--- src/rtl/hazard_ctrl.sv ---
`timescale 1ns/1ps
`default_nettype none
// ============================================================================
// Module      : hazard_ctrl
// Description : Pipeline hazard controller (freeze/redirect/load-use) with a
//               freeze watchdog. Define HAZARD_PERF_CNT_EN for stall/flush
//               performance counters.
// Revision    : 1.0 - initial release
// ============================================================================
module hazard_ctrl #(
    parameter int TIMEOUT_CYCLES = 255,
    parameter int CNT_W          = 32
) (
    input  logic             clk_i,
    input  logic             rst_i,
    input  logic [31:0]      id_instr_i,
    input  logic             id_rs1_use_i,
    input  logic             id_rs2_use_i,
    input  logic [31:0]      ex_instr_i,
    input  logic             ex_is_load_i,
    input  logic             ex_rd_wren_i,
    input  logic             ex_br_taken_i,
    input  logic             mem_busy_i,
    output logic             pc_en_o,
    output logic             if_id_en_o,
    output logic             id_ex_en_o,
    output logic             ex_mem_en_o,
    output logic             if_id_flush_o,
    output logic             id_ex_flush_o,
    output logic             timeout_o,
    output logic [CNT_W-1:0] stall_cnt_o,
    output logic [CNT_W-1:0] flush_cnt_o
);

    typedef enum logic [1:0] {
        ST_RUN      = 2'd0,
        ST_BUBBLE   = 2'd1,
        ST_FREEZE   = 2'd2,
        ST_REDIRECT = 2'd3
    } state_t;

    localparam int                 c_frz_w   = $clog2(TIMEOUT_CYCLES + 1);
    localparam logic [c_frz_w-1:0] c_frz_max = c_frz_w'(TIMEOUT_CYCLES);

    state_t             r_state;
    state_t             w_state_nxt;
    logic [c_frz_w-1:0] r_frz_cnt;
    logic [c_frz_w-1:0] w_frz_nxt;
    logic               r_timeout;
    logic [4:0]         w_rs1;
    logic [4:0]         w_rs2;
    logic [4:0]         w_ex_rd;
    logic               w_load_use;
    logic               w_unused_bits;

    assign w_rs1   = id_instr_i[19:15];
    assign w_rs2   = id_instr_i[24:20];
    assign w_ex_rd = ex_instr_i[11:7];

    assign w_unused_bits = ^{id_instr_i[31:25], id_instr_i[14:0],
                             ex_instr_i[31:12], ex_instr_i[6:0]};

    assign w_load_use = ex_is_load_i && ex_rd_wren_i && (w_ex_rd != 5'd0) &&
                        (((w_ex_rd == w_rs1) && id_rs1_use_i) ||
                         ((w_ex_rd == w_rs2) && id_rs2_use_i));

    // Controls depend only on the current inputs; r_state contributes just
    // the one-cycle load-use mask right after a bubble.
    always_comb begin
        pc_en_o       = 1'b1;
        if_id_en_o    = 1'b1;
        id_ex_en_o    = 1'b1;
        ex_mem_en_o   = 1'b1;
        if_id_flush_o = 1'b0;
        id_ex_flush_o = 1'b0;
        w_state_nxt   = ST_RUN;
        if (rst_i) begin
            if_id_flush_o = 1'b1;
            id_ex_flush_o = 1'b1;
        end else if (mem_busy_i) begin
            pc_en_o     = 1'b0;
            if_id_en_o  = 1'b0;
            id_ex_en_o  = 1'b0;
            ex_mem_en_o = 1'b0;
            w_state_nxt = ST_FREEZE;
        end else if (ex_br_taken_i) begin
            if_id_flush_o = 1'b1;
            id_ex_flush_o = 1'b1;
            w_state_nxt   = ST_REDIRECT;
        end else if (w_load_use && (r_state != ST_BUBBLE)) begin
            pc_en_o       = 1'b0;
            if_id_en_o    = 1'b0;
            id_ex_flush_o = 1'b1;
            w_state_nxt   = ST_BUBBLE;
        end
    end

    always_ff @(posedge clk_i) begin
        if (rst_i) begin
            r_state <= ST_RUN;
        end else begin
            r_state <= w_state_nxt;
        end
    end

    assign w_frz_nxt = !mem_busy_i               ? '0        :
                       (r_frz_cnt == c_frz_max)  ? r_frz_cnt :
                                                   r_frz_cnt + c_frz_w'(1);

    always_ff @(posedge clk_i) begin
        if (rst_i) begin
            r_frz_cnt <= '0;
            r_timeout <= 1'b0;
        end else begin
            r_frz_cnt <= w_frz_nxt;
            if (w_frz_nxt == c_frz_max) begin
                r_timeout <= 1'b1;
            end
        end
    end

    assign timeout_o = r_timeout;

`ifdef HAZARD_PERF_CNT_EN
    logic [CNT_W-1:0] r_stall_cnt;
    logic [CNT_W-1:0] r_flush_cnt;

    always_ff @(posedge clk_i) begin
        if (rst_i) begin
            r_stall_cnt <= '0;
            r_flush_cnt <= '0;
        end else begin
            if ((w_state_nxt == ST_BUBBLE) || (w_state_nxt == ST_FREEZE)) begin
                r_stall_cnt <= r_stall_cnt + CNT_W'(1);
            end
            if (w_state_nxt == ST_REDIRECT) begin
                r_flush_cnt <= r_flush_cnt + CNT_W'(1);
            end
        end
    end

    assign stall_cnt_o = r_stall_cnt;
    assign flush_cnt_o = r_flush_cnt;
`else
    assign stall_cnt_o = '0;
    assign flush_cnt_o = '0;
`endif

endmodule
`default_nettype wire

--- config.mk ---
export PLATFORM = sky130hd
export DESIGN_NAME = hazard_ctrl
export DESIGN_NICKNAME = d
export VERILOG_FILES = /design/src/rtl/hazard_ctrl.sv
export SDC_FILE = /design/constraint.sdc
export NUM_CORES = 1
export LEC_CHECK = 0
export ABC_CLOCK_PERIOD_IN_PS = 1350
export BUFFER_PORTS_ARGS = -buffer_cell sky130_fd_sc_hd__buf_2
export CAP_MARGIN = 10
export CORE_MARGIN = 2
export CORE_UTILIZATION = 30
export CTS_BUF_LIST = sky130_fd_sc_hd__clkbuf_16
export CTS_CLUSTER_DIAMETER = 150
export DETAILED_ROUTE_END_ITERATION = 8
export MAX_ROUTING_LAYER = met4
export PLACE_DENSITY = 0.86
export SETUP_SLACK_MARGIN = 0.02
export SLEW_MARGIN = 20
export SYNTH_ARGS = -nofsm -noshare
export SYNTH_HDL_FRONTEND = slang
export SYNTH_SLANG_ARGS = --single-unit
--- constraint.sdc ---
create_clock -name clk_i -period 1.35 [get_ports clk_i]
set_input_delay 0.0675 -clock clk_i [delete_from_list [all_inputs] [get_ports clk_i]]
set_output_delay 0.0675 -clock clk_i [all_outputs]
set_load 0.02 [all_outputs]
# Word level (Yosys, flattened, before mapping)
# Cells that the tools add are included.
# op_classes
reduce_logical	9
addsub	1
n_mux	18
n_eq_ne	5
# op_table
operator	n
equality test 8 bit, second input constant	2
two-way mux 8 bit	2
two-way mux 1 bit	14
equality test 5 bit	2
adder 8 x 1 -> 8 bit, second input constant	1
logical AND 1 bit	6
nonzero test 5 bit	1
two-way mux 2 bit	2
!= test 2 x 1 -> 1 bit, second input constant	1
OR reduction 2 bit	1
logical OR 1 bit	1
# totals
reg_bits	11
output_inout_bits	71
input_bits	72
wordCells	37

# Depth between registers and ports, before layout
# depth
word_depth	9
ltp_mapped	6
mapped_depth_nobuf	5

# Worst setup path after synthesis
# No wires, ideal clock.
# synth_path
kind	register -> register
start	register r_frz_cnt[0]
end	register r_timeout (netlist: timeout_o)
n_path_buf	1
required_time_ns	1.258
slack_ns	-0.114
arrival_ns	1.371
setup_time_ns	0.092
synth_period_minus_slack_ns	1.464
path_stages_with_launch	7
cell_sequence	dfxtp_1 ha_1 and3_1 buf_2 mux2i_1 a21oi_1 o32ai_1
# synth_between
elab_chain_cells	4
word_cells_on_any_way	5
classes_between	1 x add/sub; 2 x eq/ne; 2 x mux
# synth_lines
item	line_no	source
start: declaration	47	logic [c_frz_w-1:0] r_frz_cnt;
start signal: assignment	115	r_frz_cnt <= w_frz_nxt;
adder 8 x 1 -> 8 bit / equality test 8 bit (equally long branches)	108, 107	
two-way mux 8 bit (*)	107	(r_frz_cnt == c_frz_max) ? r_frz_cnt :
two-way mux 8 bit (*)	106	assign w_frz_nxt = !mem_busy_i ? '0 :
equality test 8 bit (*)	116	if (w_frz_nxt == c_frz_max) begin
end signal: assignment	113	r_timeout <= 1'b0;
end signal: assignment	117	r_timeout <= 1'b1;
end: declaration	49	logic r_timeout;
# Every way passes the cells marked *; elsewhere a longest branch is shown, timed or not.
# A chain may end at the register's enable or synchronous reset.

# Final worst setup path
# layout_path
start	input id_instr_i[20]
end	output id_ex_flush_o
# layout_between
elab_chain_cells	9
# layout_lines
item	line_no	source
start: declaration	16	input logic [31:0] id_instr_i,
equality test 5 bit	65	((w_ex_rd == w_rs2) && id_rs2_use_i));
logical AND 1 bit	65	
logical OR 1 bit	64	(((w_ex_rd == w_rs1) && id_rs1_use_i) ||
logical AND 1 bit	63	assign w_load_use = ex_is_load_i && ex_rd_wren_i && (w_ex_rd != 5'd0) &&
logical AND 1 bit	90	end else if (w_load_use && (r_state != ST_BUBBLE)) begin
two-way mux 1 bit	90	
two-way mux 1 bit	86	end else if (ex_br_taken_i) begin
two-way mux 1 bit	80	end else if (mem_busy_i) begin
two-way mux 1 bit	77	if (rst_i) begin
end: declaration	29	output logic id_ex_flush_o,
# No other way between the ends.

==> metrics.log <==
[metrics] total half-perimeter wirelength after legalization and detailed placement: 1710 µm
[metrics] Critical Path Source Type: primary input
[metrics] count of filler cells inserted in the layout: 402
[metrics] number of clock sinks seen by CTS: 11
[metrics] class of the most critical setup path: primary input to output port
[metrics] fraction of the core area covered by cells at the end of the flow: 38.5%
[metrics] via count of the first global-routing pass: 735
[metrics] Tightest Hold Check Type: primary input to register
[metrics] pwr/cell area: 815 mW/mm²
[metrics] reg-to-reg endpoint: timeout_o
[metrics] share of the cycle needed by the critical path after routing: 105%
[metrics] cell count of the worst reg-to-reg path: 5
[metrics] share of post-route cells with drive strength above 1: 34.9%
[metrics] startpoint of the lowest-slack register-to-register path: r_frz_cnt[0]
[metrics] pin count of the biggest net entering global routing: 12
[metrics] average wire per cell in the routed design: 10.5 µm
[metrics] final-layout worst hold slack: 0.0620 ns
[metrics] antenna violations before repair: 0
[metrics] Final Max Slew Viols: 0
[metrics] number of placed instances, taps included: 233
[metrics] routability cong.: 0.887
[metrics] leakage power figure: 0.719 nW
[metrics] via count of the routed design: 970
[metrics] floorplan die height: 67.3 µm
[metrics] CORE AREA: 0.00391 mm²
[metrics] Yosys cell types: 35
[metrics] total setup violations reported at the end of the flow: 3
[metrics] Req. time, crit path: 1.28 ns
[metrics] clock network latency to the later pin of the worst-skew pair: 0.24 ns
[metrics] capturing element of the worst setup path: id_ex_flush_o
[metrics] Avg Synthesized Cell Area: 7.96 µm²
[metrics] data arrival time at the worst-slack endpoint: 1.35 ns
[metrics] delay contributed by the slowest stage of the critical path: 0.32 ns
[metrics] clock tree from TritonCTS: built
[metrics] Worst setup startpoint: id_instr_i[20]
[metrics] top achievable clock speed: 0.707 GHz
[metrics] MaxCap Viol Count: 0
[metrics] combined area of all synthesized cells: 0.00120 mm²
[metrics] Layout area overhead: 25.3%
[metrics] remaining number of nets flagged by the antenna check after routing: 0
[metrics] most instantiated flip-flop cell in the synthesis netlist: dfxtp_1
[metrics] final number of hold-violating endpoints: 0
[metrics] share of synthesized flip-flops with an asynchronous set or reset: 0%
[metrics] CTS max path bufs: 2
[metrics] Chip Width: 67.3 µm
[metrics] # rows: 23
[metrics] Routed WL: 2550 µm
[metrics] flop2flop setup slack: 0.04 ns
[metrics] total number of yosys warnings: 0
[metrics] Setup crit end kind: output port
[metrics] Post-synth EDFFs: 0
[metrics] number of nets in the final layout: 266
[metrics] Via-to-Cell Ratio: 4.01
[metrics] most used cells in the layout excluding fill and tap cells: conb_1 (64), buf_2 (22), buf_4 (14)
[metrics] RSZ-0062 raised after global routing: true
[metrics] flip-flop and latch count after synthesis: 11
[metrics] full die area: 0.00453 mm²
[metrics] starting density of the core: 30.7%
[metrics] Reg clk slew, reported paths: 0.04 ns
[metrics] ANT cells: 0
[metrics] Clock Skews: 0.00238 ns
[metrics] root buffer selected by CTS: clkbuf_16
[metrics] slowest stage cell, crit path: nor4_4
[metrics] Setup TNS Final: -0.183 ns
[metrics] post-layout min period: 1.42 ns
[metrics] violated checks: negative setup slack
[metrics] number of levels in the clock H-tree: 1
[metrics] ordered list of cells on the worst path: buf_6, xor2_2, nor4_4, a32oi_2, o31ai_1, buf_2
[metrics] first-pass GRT wire length: 3050 µm
[metrics] non-filler instance count after layout: 242
[metrics] count of pins on the block boundary: 143
[metrics] power after layout: 0.00123 W
[metrics] drt first-iter violations: 18
[metrics] aggregate global routing overflow: 0
[metrics] maximum VDD drop: 0.000326 V
[metrics] result of the run: finished, violations left
[metrics] combined global-route utilization of all metal layers: 9.45%
[metrics] gate count after technology mapping: 151
[metrics] count of buffers from port buffering: 29
[metrics] final setup slack of the worst path: -0.0654 ns
[metrics] number of DRC violations after detailed routing: 0
[metrics] number of buffers created by CTS: 3
[metrics] highest fanout seen on the critical path: 3
[metrics] most common library cell in the layout ignoring fill and taps: conb_1
[metrics] sequential-to-total area share from yosys stat: 18.3%
[metrics] number of iterations in the first detailed-routing pass: 4
-- through the flow --
step / cell area [µm²] / setup slack, ns
after global placement: 1230 / -0.0473
after CTS: 1360 / -0.0593
final: 1510 / -0.0654
after global routing: 1510 / -0.137
after detailed placement: 1230 / -0.157
after floorplan: 1460 / 0.00152
-- registers in the layout, summed over array words and instances, names as in the netlist --
name	count
timeout_o	1
r_state	2
r_frz_cnt	8
-- timing repair --
action / in CTS / in global routing
pin swaps: 6 / 12
endpoints found under the setup margin: 5 / 6
buffers inserted: 1 / 4
gates resized for setup: 12 / 25
hold buffers: 0 / 0
-- worst max-delay path: cells and delay by family --
kind	cells	cell delay [ns]
compound gates	2	0.47
xor+xnor	1	0.18
simple gates	1	0.32
buf+inv	2	0.32
-- final cells by class --
type                    instances  area (µm²)  share of cell area [%]
repair buffers                 44         309                    20.5
flip-flops and latches         11         233                    15.4
inverters                       3        11.3                   0.748
clock buffers                   3        75.1                    4.98
multi-input cells             130         812                    53.9
clock inverters                 1        3.75                   0.249
well taps                      50        62.6                    4.15
-- how the worst min path moves through the flow --
stage | start | endpoint | slack (ns) | cells after the start
floorplan | rst_i | r_state[1] | 0.14 | 1
detailed placement | ex_br_taken_i | r_state[0] | 0.31 | 3
global placement | ex_br_taken_i | r_state[0] | 0.30 | 3
global route | ex_br_taken_i | r_state[0] | 0.08 | 3
CTS | ex_br_taken_i | r_state[0] | 0.06 | 3
finish | ex_br_taken_i | r_state[0] | 0.06 | 3
-- where the power goes --
group          leakage [nW]  switching, W  internal, W
registers            0.0921    0.00000478     0.000329
clock network        0.0423      0.000150     0.000389
logic                 0.584      0.000256    0.0000997
total                 0.719      0.000411     0.000817
-- metal layers --
layer	wire (µm)	part of all wire, %	global-route usage [%]
met1	901	35	7.95
met2	1290	51	17.2
met3	302	12	3.67
met4	50	2.0	6.12
met5	0	0	-
-- cells by family (layout without fill, tap and decap cells) --
family	count (synthesis)	count (layout)	synth area share (%)
compound gates	17	17	10.7
xor+xnor	11	11	8.01
fa+ha+maj	1	1	1.04
buf+inv	73	51	43.7
flops	11	11	18.3
mux	2	2	1.66
other cells	1	64	0.312
simple gates	35	35	16.2
-- Yosys cell counts (all sizes together), types with 2 or more instances --
cell type / number / share of area, %
buf: 68 / 42
nor3: 3 / 1.2
nand3: 2 / 0.83
nand4: 2 / 1.0
inv: 3 / 0.94
a31oi: 3 / 1.6
nand2: 6 / 1.9
nor2: 8 / 2.5
a21oi: 5 / 2.1
and3: 2 / 1.0
a211oi: 2 / 1.2
xor2: 8 / 5.8
mux2i: 2 / 1.7
and4: 2 / 1.5
nor3b: 2 / 1.2
clkbuf: 2 / 0.73
xnor2: 3 / 2.2
dfxtp: 11 / 18
nor4: 3 / 2.1
nand2b: 2 / 1.0
Note: power is estimated with default switching activity, not from simulation.
